`src/rtl/alarm_scheduler.sv`:
```
// Multi-slot alarm controller: stores SLOTS alarm times, matches them against the
// real-clock time on each sec_tick and sequences ring / snooze / dismiss for one slot at a time.
module alarm_scheduler #(
    parameter int WIDTH      = 32,
    parameter int SLOTS      = 4,
    parameter int SLOT_W     = 2,
    parameter int RING_LEN   = 30,
    parameter int SNOOZE_LEN = 300
) (
    input  logic              clk_src,
    input  logic              reset,
    input  logic              sec_tick,
    input  logic [WIDTH-1:0]  sec,
    input  logic [WIDTH-1:0]  min,
    input  logic [WIDTH-1:0]  hour,
    input  logic              wr_en,
    input  logic [SLOT_W-1:0] wr_slot,
    input  logic [WIDTH-1:0]  wr_sec,
    input  logic [WIDTH-1:0]  wr_min,
    input  logic [WIDTH-1:0]  wr_hour,
    input  logic              wr_arm,
    input  logic              dismiss,
    input  logic              snooze,
    output logic              sig_ring,
    output logic [SLOT_W-1:0] active_slot,
    output logic [SLOTS-1:0]  armed,
    output logic [SLOTS-1:0]  pending
);

    localparam int MAX_LEN = (RING_LEN > SNOOZE_LEN) ? RING_LEN : SNOOZE_LEN;
    localparam int CNT_W   = $clog2(MAX_LEN + 1);

    typedef enum logic [1:0] {
        IDLE,
        RINGING,
        SNOOZE
    } state_t;

    state_t            state_q, state_d;
    logic [CNT_W-1:0]  ringCnt_q, ringCnt_d;
    logic [CNT_W-1:0]  snoozeCnt_q, snoozeCnt_d;
    logic [SLOT_W-1:0] activeSlot_q, activeSlot_d;
    logic [SLOTS-1:0]  armed_q, armed_d;
    logic [SLOTS-1:0]  pending_q, pending_d;

    logic [WIDTH-1:0]  slotSec_q  [SLOTS];
    logic [WIDTH-1:0]  slotMin_q  [SLOTS];
    logic [WIDTH-1:0]  slotHour_q [SLOTS];

    logic [SLOTS-1:0]  matchVec;
    logic [SLOTS-1:0]  serviceMask;
    logic [SLOTS-1:0]  writeMask;
    logic [SLOT_W-1:0] lowIdx;
    logic              startService;
    logic              disarmActive;

    // Matching always looks at the stored times, so a same-edge write cannot affect it.
    always_comb begin
        matchVec = '0;
        for (int i = 0; i < SLOTS; i++) begin
            matchVec[i] = sec_tick && armed_q[i] &&
                          (sec  == slotSec_q[i]) &&
                          (min  == slotMin_q[i]) &&
                          (hour == slotHour_q[i]);
        end
    end

    always_comb begin
        lowIdx = '0;
        for (int i = SLOTS - 1; i >= 0; i--) begin
            if (pending_q[i]) begin
                lowIdx = SLOT_W'(i);
            end
        end
    end

    assign startService = (state_q == IDLE) && (pending_q != '0);
    assign serviceMask  = startService ? (SLOTS'(1) << lowIdx) : '0;
    assign writeMask    = wr_en ? (SLOTS'(1) << wr_slot) : '0;
    assign disarmActive = wr_en && !wr_arm && (wr_slot == activeSlot_q) && (state_q != IDLE);

    // A new match wins over the service clear; a slot write wins over both.
    always_comb begin
        pending_d = ((pending_q & ~serviceMask) | matchVec) & ~writeMask;
        armed_d   = armed_q;
        if (wr_en) begin
            armed_d[wr_slot] = wr_arm;
        end
    end

    always_comb begin
        state_d      = state_q;
        ringCnt_d    = ringCnt_q;
        snoozeCnt_d  = snoozeCnt_q;
        activeSlot_d = activeSlot_q;
        case (state_q)
            IDLE: begin
                if (startService) begin
                    activeSlot_d = lowIdx;
                    ringCnt_d    = CNT_W'(RING_LEN);
                    state_d      = RINGING;
                end
            end
            RINGING: begin
                if (dismiss) begin
                    state_d = IDLE;
                end else if (snooze) begin
                    state_d     = SNOOZE;
                    snoozeCnt_d = CNT_W'(SNOOZE_LEN);
                end else if (sec_tick) begin
                    if (ringCnt_q == CNT_W'(1)) begin
                        state_d = IDLE;
                    end else begin
                        ringCnt_d = ringCnt_q - CNT_W'(1);
                    end
                end
            end
            SNOOZE: begin
                if (dismiss) begin
                    state_d = IDLE;
                end else if (sec_tick) begin
                    if (snoozeCnt_q == CNT_W'(1)) begin
                        state_d   = RINGING;
                        ringCnt_d = CNT_W'(RING_LEN);
                    end else begin
                        snoozeCnt_d = snoozeCnt_q - CNT_W'(1);
                    end
                end
            end
            default: begin
                state_d = IDLE;
            end
        endcase
        // Disarming the slot being serviced abandons it regardless of dismiss/snooze/timers.
        if (disarmActive) begin
            state_d = IDLE;
        end
    end

    always_ff @(posedge clk_src or posedge reset) begin
        if (reset) begin
            state_q      <= IDLE;
            ringCnt_q    <= '0;
            snoozeCnt_q  <= '0;
            activeSlot_q <= '0;
            armed_q      <= '0;
            pending_q    <= '0;
        end else begin
            state_q      <= state_d;
            ringCnt_q    <= ringCnt_d;
            snoozeCnt_q  <= snoozeCnt_d;
            activeSlot_q <= activeSlot_d;
            armed_q      <= armed_d;
            pending_q    <= pending_d;
        end
    end

    always_ff @(posedge clk_src or posedge reset) begin
        if (reset) begin
            for (int i = 0; i < SLOTS; i++) begin
                slotSec_q[i]  <= '0;
                slotMin_q[i]  <= '0;
                slotHour_q[i] <= '0;
            end
        end else if (wr_en) begin
            slotSec_q[wr_slot]  <= wr_sec;
            slotMin_q[wr_slot]  <= wr_min;
            slotHour_q[wr_slot] <= wr_hour;
        end
    end

    assign sig_ring    = (state_q == RINGING);
    assign active_slot = activeSlot_q;
    assign armed       = armed_q;
    assign pending     = pending_q;

endmodule

```
`config.mk`:
```
export PLATFORM = sky130hd
export DESIGN_NAME = alarm_scheduler
export DESIGN_NICKNAME = d
export VERILOG_FILES = /design/src/rtl/alarm_scheduler.sv
export SDC_FILE = /design/constraint.sdc
export NUM_CORES = 1
export LEC_CHECK = 0
export ABC_AREA = 0
export CAP_MARGIN = 20
export CORE_MARGIN = 2
export CORE_UTILIZATION = 52
export DETAILED_ROUTE_END_ITERATION = 8
export HOLD_SLACK_MARGIN = 0.06
export PLACE_DENSITY = 0.85
export SLEW_MARGIN = 25
export SYNTH_ARGS = -nofsm -noshare
export SYNTH_HDL_FRONTEND = slang
export SYNTH_SLANG_ARGS = --single-unit
```
`constraint.sdc`:
```
create_clock -name clk_src -period 13.5 [get_ports clk_src]
set_input_delay 2.7 -clock clk_src [delete_from_list [all_inputs] [get_ports clk_src]]
set_output_delay 2.7 -clock clk_src [all_outputs]
set_load 0.01 [all_outputs]
```
# Yosys cells after proc, flatten, opt, wreduce, memory -nomap -nowiden
# Index checks and enable logic that the tools add are counted.
# Widths: inputs -> output; s select.
[totals]
reg_bits = 414
latchBits = 0
mem_bits_rw = 0
mem_bits_ro = 0
out_inout_bits = 11
mem_count = 0
[classes]
add_sub_neg = 2
multipliers = 0
n_div = 0
n_lt_le_gt_ge = 4
eq_ne = 32
n_shift = 2
muxes = 39
bitwise_logic = 6
n_reduce_logical = 32
[ops]
columns = ["operator", "n"]
rows = [
  ["$bwmux 128", 3],
  ["$eq 32x32->1", 12],
  ["$mux 9", 13],
  ["$demux 32 s2", 1],
  ["$mux 32", 1],
  ["$pmux 9 s3", 1],
  ["$mux 2", 13],
  ["$logic_and 1x1->1", 22],
  ["$ne 2x2->1 const B", 10],
  ["$eq 9x1->1 const B", 2],
  ["$pmux 9 s2", 1],
  ["$sub 9x1->9 const B", 2],
  ["$reduce_and 9->1", 1],
  ["$and 4x4->4", 2],
  ["$mux 4", 2],
  ["$ne 4x4->1 const B", 2],
  ["$not 4->4", 2],
  ["$shl 1x2->4 const A", 2],
  ["$pmux 2 s3", 1],
  ["$reduce_and 6->1", 1],
  ["$ne 5x3->1 const B", 1],
  ["$ne 5x4->1 const B", 1],
  ["$reduce_and 5->1", 1],
  ["$bwmux 4", 1],
  ["18 further kinds", 19],
]

# Longest topological paths before layout
[depth]
word_depth = 10
ltp_mapped = 8
mapped_depth_nobuf = 8

# Least setup slack after synthesis
# No wires, ideal clock.
[synth_path]
kind = "input port to flip-flop"
startpoint = "in sec[4]"
endpoint = "reg pending_q[3], in the netlist pending[3]"
setup_time_ps = 76
arrival_time_ps = 4098
required_time_ps = 13424
setup_slack_ps = 9325
path_stages = 7
n_path_buf = 1
path_cell_list = "clkbuf_1 > xnor2_1 > nand4_1 > nor4_1 > nand4_1 > or4_1 > o21ai_1"
[synth_between]
elab_chain_cells = 6
[synth_lines]
columns = ["item", "line", "source"]
rows = [
  ["start: declaration", "13", "input logic [WIDTH-1:0] sec,"],
  ["$eq 32x32->1", "62", "(sec == slotSec_q[i]) &&"],
  ["$logic_and 1x1->1", "61", "matchVec[i] = sec_tick && armed_q[i] &&"],
  ["$logic_and 1x1->1", "62", ""],
  ["$logic_and 1x1->1", "63", "(min == slotMin_q[i]) &&"],
  ["$or 4x4->4", "84", "pending_d = ((pending_q & ~serviceMask) | matchVec) & ~writeMask;"],
  ["$and 4x4->4", "84", ""],
  ["via pending_d[3]", "44", "logic [SLOTS-1:0] pending_q, pending_d;"],
  ["end signal: assignment", "154", "pending_q <= pending_d;"],
  ["end: declaration", "44", ""],
]
# The timed path passes the listed nets, and every way through them passes these cells.
# A chain may end at the register's enable or synchronous reset.

# Worst setup path after layout
[layout_path]
startpoint = "in wr_en"
endpoint = "reg pending_q[0], in the netlist pending[0]"
[layout_between]
elab_chain_cells = 3
[layout_lines]
columns = ["item", "line", "source"]
rows = [
  ["start: declaration", "16", "input logic wr_en,"],
  ["$mux 4", "79", "assign writeMask = wr_en ? (SLOTS'(1) << wr_slot) : '0;"],
  ["$not 4->4", "84", ""],
  ["$and 4x4->4", "84", ""],
  ["via pending_d[0]", "44", ""],
]
# The timed path passes the listed nets, and every way through them passes these cells.

==> flow_metrics.py <==
metrics = {
    "status": {
        "outcome": "completed",
    },
    "synth": {
        "synthTopCellsByCount": "dfrtp_1 (414), mux2_2 (381), xnor2_1 (145), xor2_1 (127), inv_1 (98)",
        "seq_area_frac_synth_pct": 51.1,
        "synth_seq_cells": 414,
        "synth_edf_count": 0,
        "synth_most_common_cell": "dfrtp_1",
        "synth_ff_type": "dfrtp_1",
        "synth_area_sq_mm": 0.0203,
        "synth_area_leaders": "dfrtp_1 (51%), mux2_2 (21%), xnor2_1 (6.3%)",
        "avgSynthCellArea_sq_um": 12.5,
        "yosysWarnings": 0,
        "synth_top_area_share_pct": 51.1,
        "syn_inst": 1623,
        "synth_top_cell_by_area": "dfrtp_1",
        "ys_async_sr_fraction_pct": 100,
        "synth.distinct_cells": 57,
        "syn_nets": 1828,
    },
    "placement": {
        "port_buffers": 211,
        "place_ws_ps": 7880,
        "dp_hpwl_um": 57600,
        "gp_congestion": 1.03,
        "dp_cells": 2298,
    },
    "global_routing": {
        "grt_pass1_vias": 15424,
        "grt_start_max_net_pins": 183,
        "grt_pass1_wl_um": 108000,
        "grt-ovfl-total": 0,
        "antenna_found_initial": 2,
        "grt.total_usage_pct": 37.5,
    },
    "timing": {
        "fmax_ghz": 0.198,
        "slew_viol_final": 0,
        "fin_crit_ps": 5060,
        "slew_headroom_pct": 27.0,
        "final.setup_skew_ps": 31.1,
        "period_share_pct": 37.5,
        "rsz0062_at_grt": "false",
        "final_critical_path_setup_slack_ps": 8440,
        "fin_tns_setup_ps": 0,
        "finalHoldViolCount": 0,
        "worstMarginPinSlew_ps": 1090,
        "setup_viol": 0,
    },
    "critical_path": {
        "r2r_setup_slack_ps": 11050,
        "critPathRequiredTime_ps": 13930,
        "slowest_delay_ps": 820,
        "path_buf_inv": 3,
        "critical-path-top-delay-family": "buffers and inverters",
        "critPathKind": "in2reg",
        "crit_chain": "clkdlybuf4s50_1 -> nor3b_2 -> buf_4 -> buf_4 -> nor4_1 -> nand4_1 -> o22ai_1",
        "reg2reg_from": "slotMin_q[43]",
        "startpoint_type": "primary input",
        "crit_path_end_kind": "register",
        "crit_fanout": 72,
        "cp_slowest_cell": "buf_4",
        "startpoint": "wr_en",
        "arrival_ps": 5490,
        "critical-path-top-cell-by-count": "buf_4",
    },
    "clock_tree": {
        "cts_max_level": 2,
        "cts_tree": "built",
        "cts_resized": 0,
        "numClockSinks": 414,
        "ctsHoldBuffers": 0,
        "root_buffer": "clkbuf_16",
        "clock_latency_ps": 600,
        "clockBufferDepth": 3,
        "cts_setup_buffers": 0,
        "path_clk_slew_ps": 60,
        "cts_buffers": 45,
    },
    "floorplan": {
        "dieWidth_um": 201,
        "dieArea_sq_mm": 0.0406,
        "num_io_pins": 212,
        "core_sq_mm": 0.0386,
        "rows": 72,
        "start_util_pct": 52.6,
        "die_h_um": 201,
    },
    "drt": {
        "vias": 14950,
        "dr.pass1.iters": 6,
        "drt_iter0_drc": 1456,
        "totalWireLength_um": 75500,
        "wl_per_cell_um": 31.7,
        "via_per_inst": 6.28,
        "drcViolationCount": 0,
        "antenna_left": 0,
    },
    "power_and_ir_drop": {
        "finalPower_uw": 3820,
        "max-vdd-ir-drop_v": 0.000109,
        "p_leak_uw": 0.0101,
        "power_per_cell_area_mw_per_mm2": 156,
    },
    "final_layout": {
        "syn_to_final_growth_pct": 20.5,
        "fill_cells": 3043,
        "final_util_pct": 63.3,
        "fin_nets": 2033,
        "final_layout_size_suffix_gt1_share_pct": 25.5,
        "stdcell_count": 2381,
    },
    "min_path": {
        "hold_class": "reg2reg",
        "min_from": "snoozeCnt_q[1]",
    },
    "job": {
        "max_cap_viol_count": 0,
    },
}
[cells in the final DEF (no fill, tap or decap), types with 4 or more instances in the layout]
master	count
a2111oi_0	6
a211o_1	4
a221oi_1	6
a22o_1	25
buf_4	6
clkbuf_1	8
clkbuf_16	47
clkbuf_8	14
clkdlybuf4s50_1	211
clkinv_2	7
clkinvlp_4	4
dfrtp_1	414
ha_1	4
inv_1	97
mux2_2	381
nand2_1	22
nand2b_1	6
nand3_1	10
nand4_1	55
nor2_1	23
nor2b_1	21
nor3_1	11
nor4_1	52
o21a_1	4
o21ai_0	17
o22ai_1	44
o2bb2ai_1	23
or4_1	10
xnor2_1	145
xor2_1	127
[through the flow]
stage	area, sq um	hold WS (ps)
global route	24400	524
detailed placement	22900	494
global placement	22900	465
floorplan	20300	449
finish	24400	499
CTS	24400	507
[sequential cells by signal, summed over array words and instances, names as in the netlist]
signal and cells:
pending 4, ringCnt_q 9, state_q 2, slotMin_q 128
slotSec_q 128, armed 4, snoozeCnt_q 9, slotHour_q 128
active_slot 2
[path summary, 6_finish.rpt]
check                                  to  depth (start not counted)
max reg2reg                    pending[2]                          6
min in group asynchronous  slotHour_q[76]                          2
max                            pending[0]                          7
max in group asynchronous   slotSec_q[87]                          4
min                        snoozeCnt_q[1]                          2
min reg2reg                snoozeCnt_q[1]                          2
[worst register-to-register path: stages (launching register included)]
cell,delay (ps)
dfrtp_1,400
nor2b_1,200
a2111oi_0,750
nand4_1,210
nor4_1,470
nand4_1,120
o21ai_0,180
[where the power goes]
part	switching [uW]	internal (uW)	total, uW
clock	521	731	1250
combinational	478	407	885
sequential	208	1480	1680
total	1210	2610	3820
[logic make-up (layout without fill, tap and decap cells)]
kind of cell	Yosys count	count (layout)	synth area share (%)
AOI/OAI and AO/OA	162	162	6.00
xor gates and xnor gates	272	272	11.8
adders and majority gates	4	4	0.247
buffers and inverters	162	401	3.07
DFF	414	414	51.1
muxes	381	381	21.2
other	0	1	0
and+or+nand+nor	228	228	6.63
[routing by layer]
layer	track usage (%)	up-vias	routed length (um)
li1	-	6221	-
met1	51.2	7789	31100
met2	56.9	754	33600
met3	8.10	184	6160
met4	18.9	2	4560
met5	0	-	13
[layout make-up]
class                           count  area, sq um  share of cell area [%]
Inverter                           98          372                    1.52
Antenna cell                        1         2.50                  0.0102
Timing Repair Buffer              222         2250                    9.20
Multi-Input combinational cell   1047         9300                    38.1
Sequential cell                   414        10400                    42.4
Clock buffer                       69         1400                    5.73
Tap cell                          518          648                    2.65
Clock inverter                     12         96.3                   0.394
(Power assumes the default switching activity.)
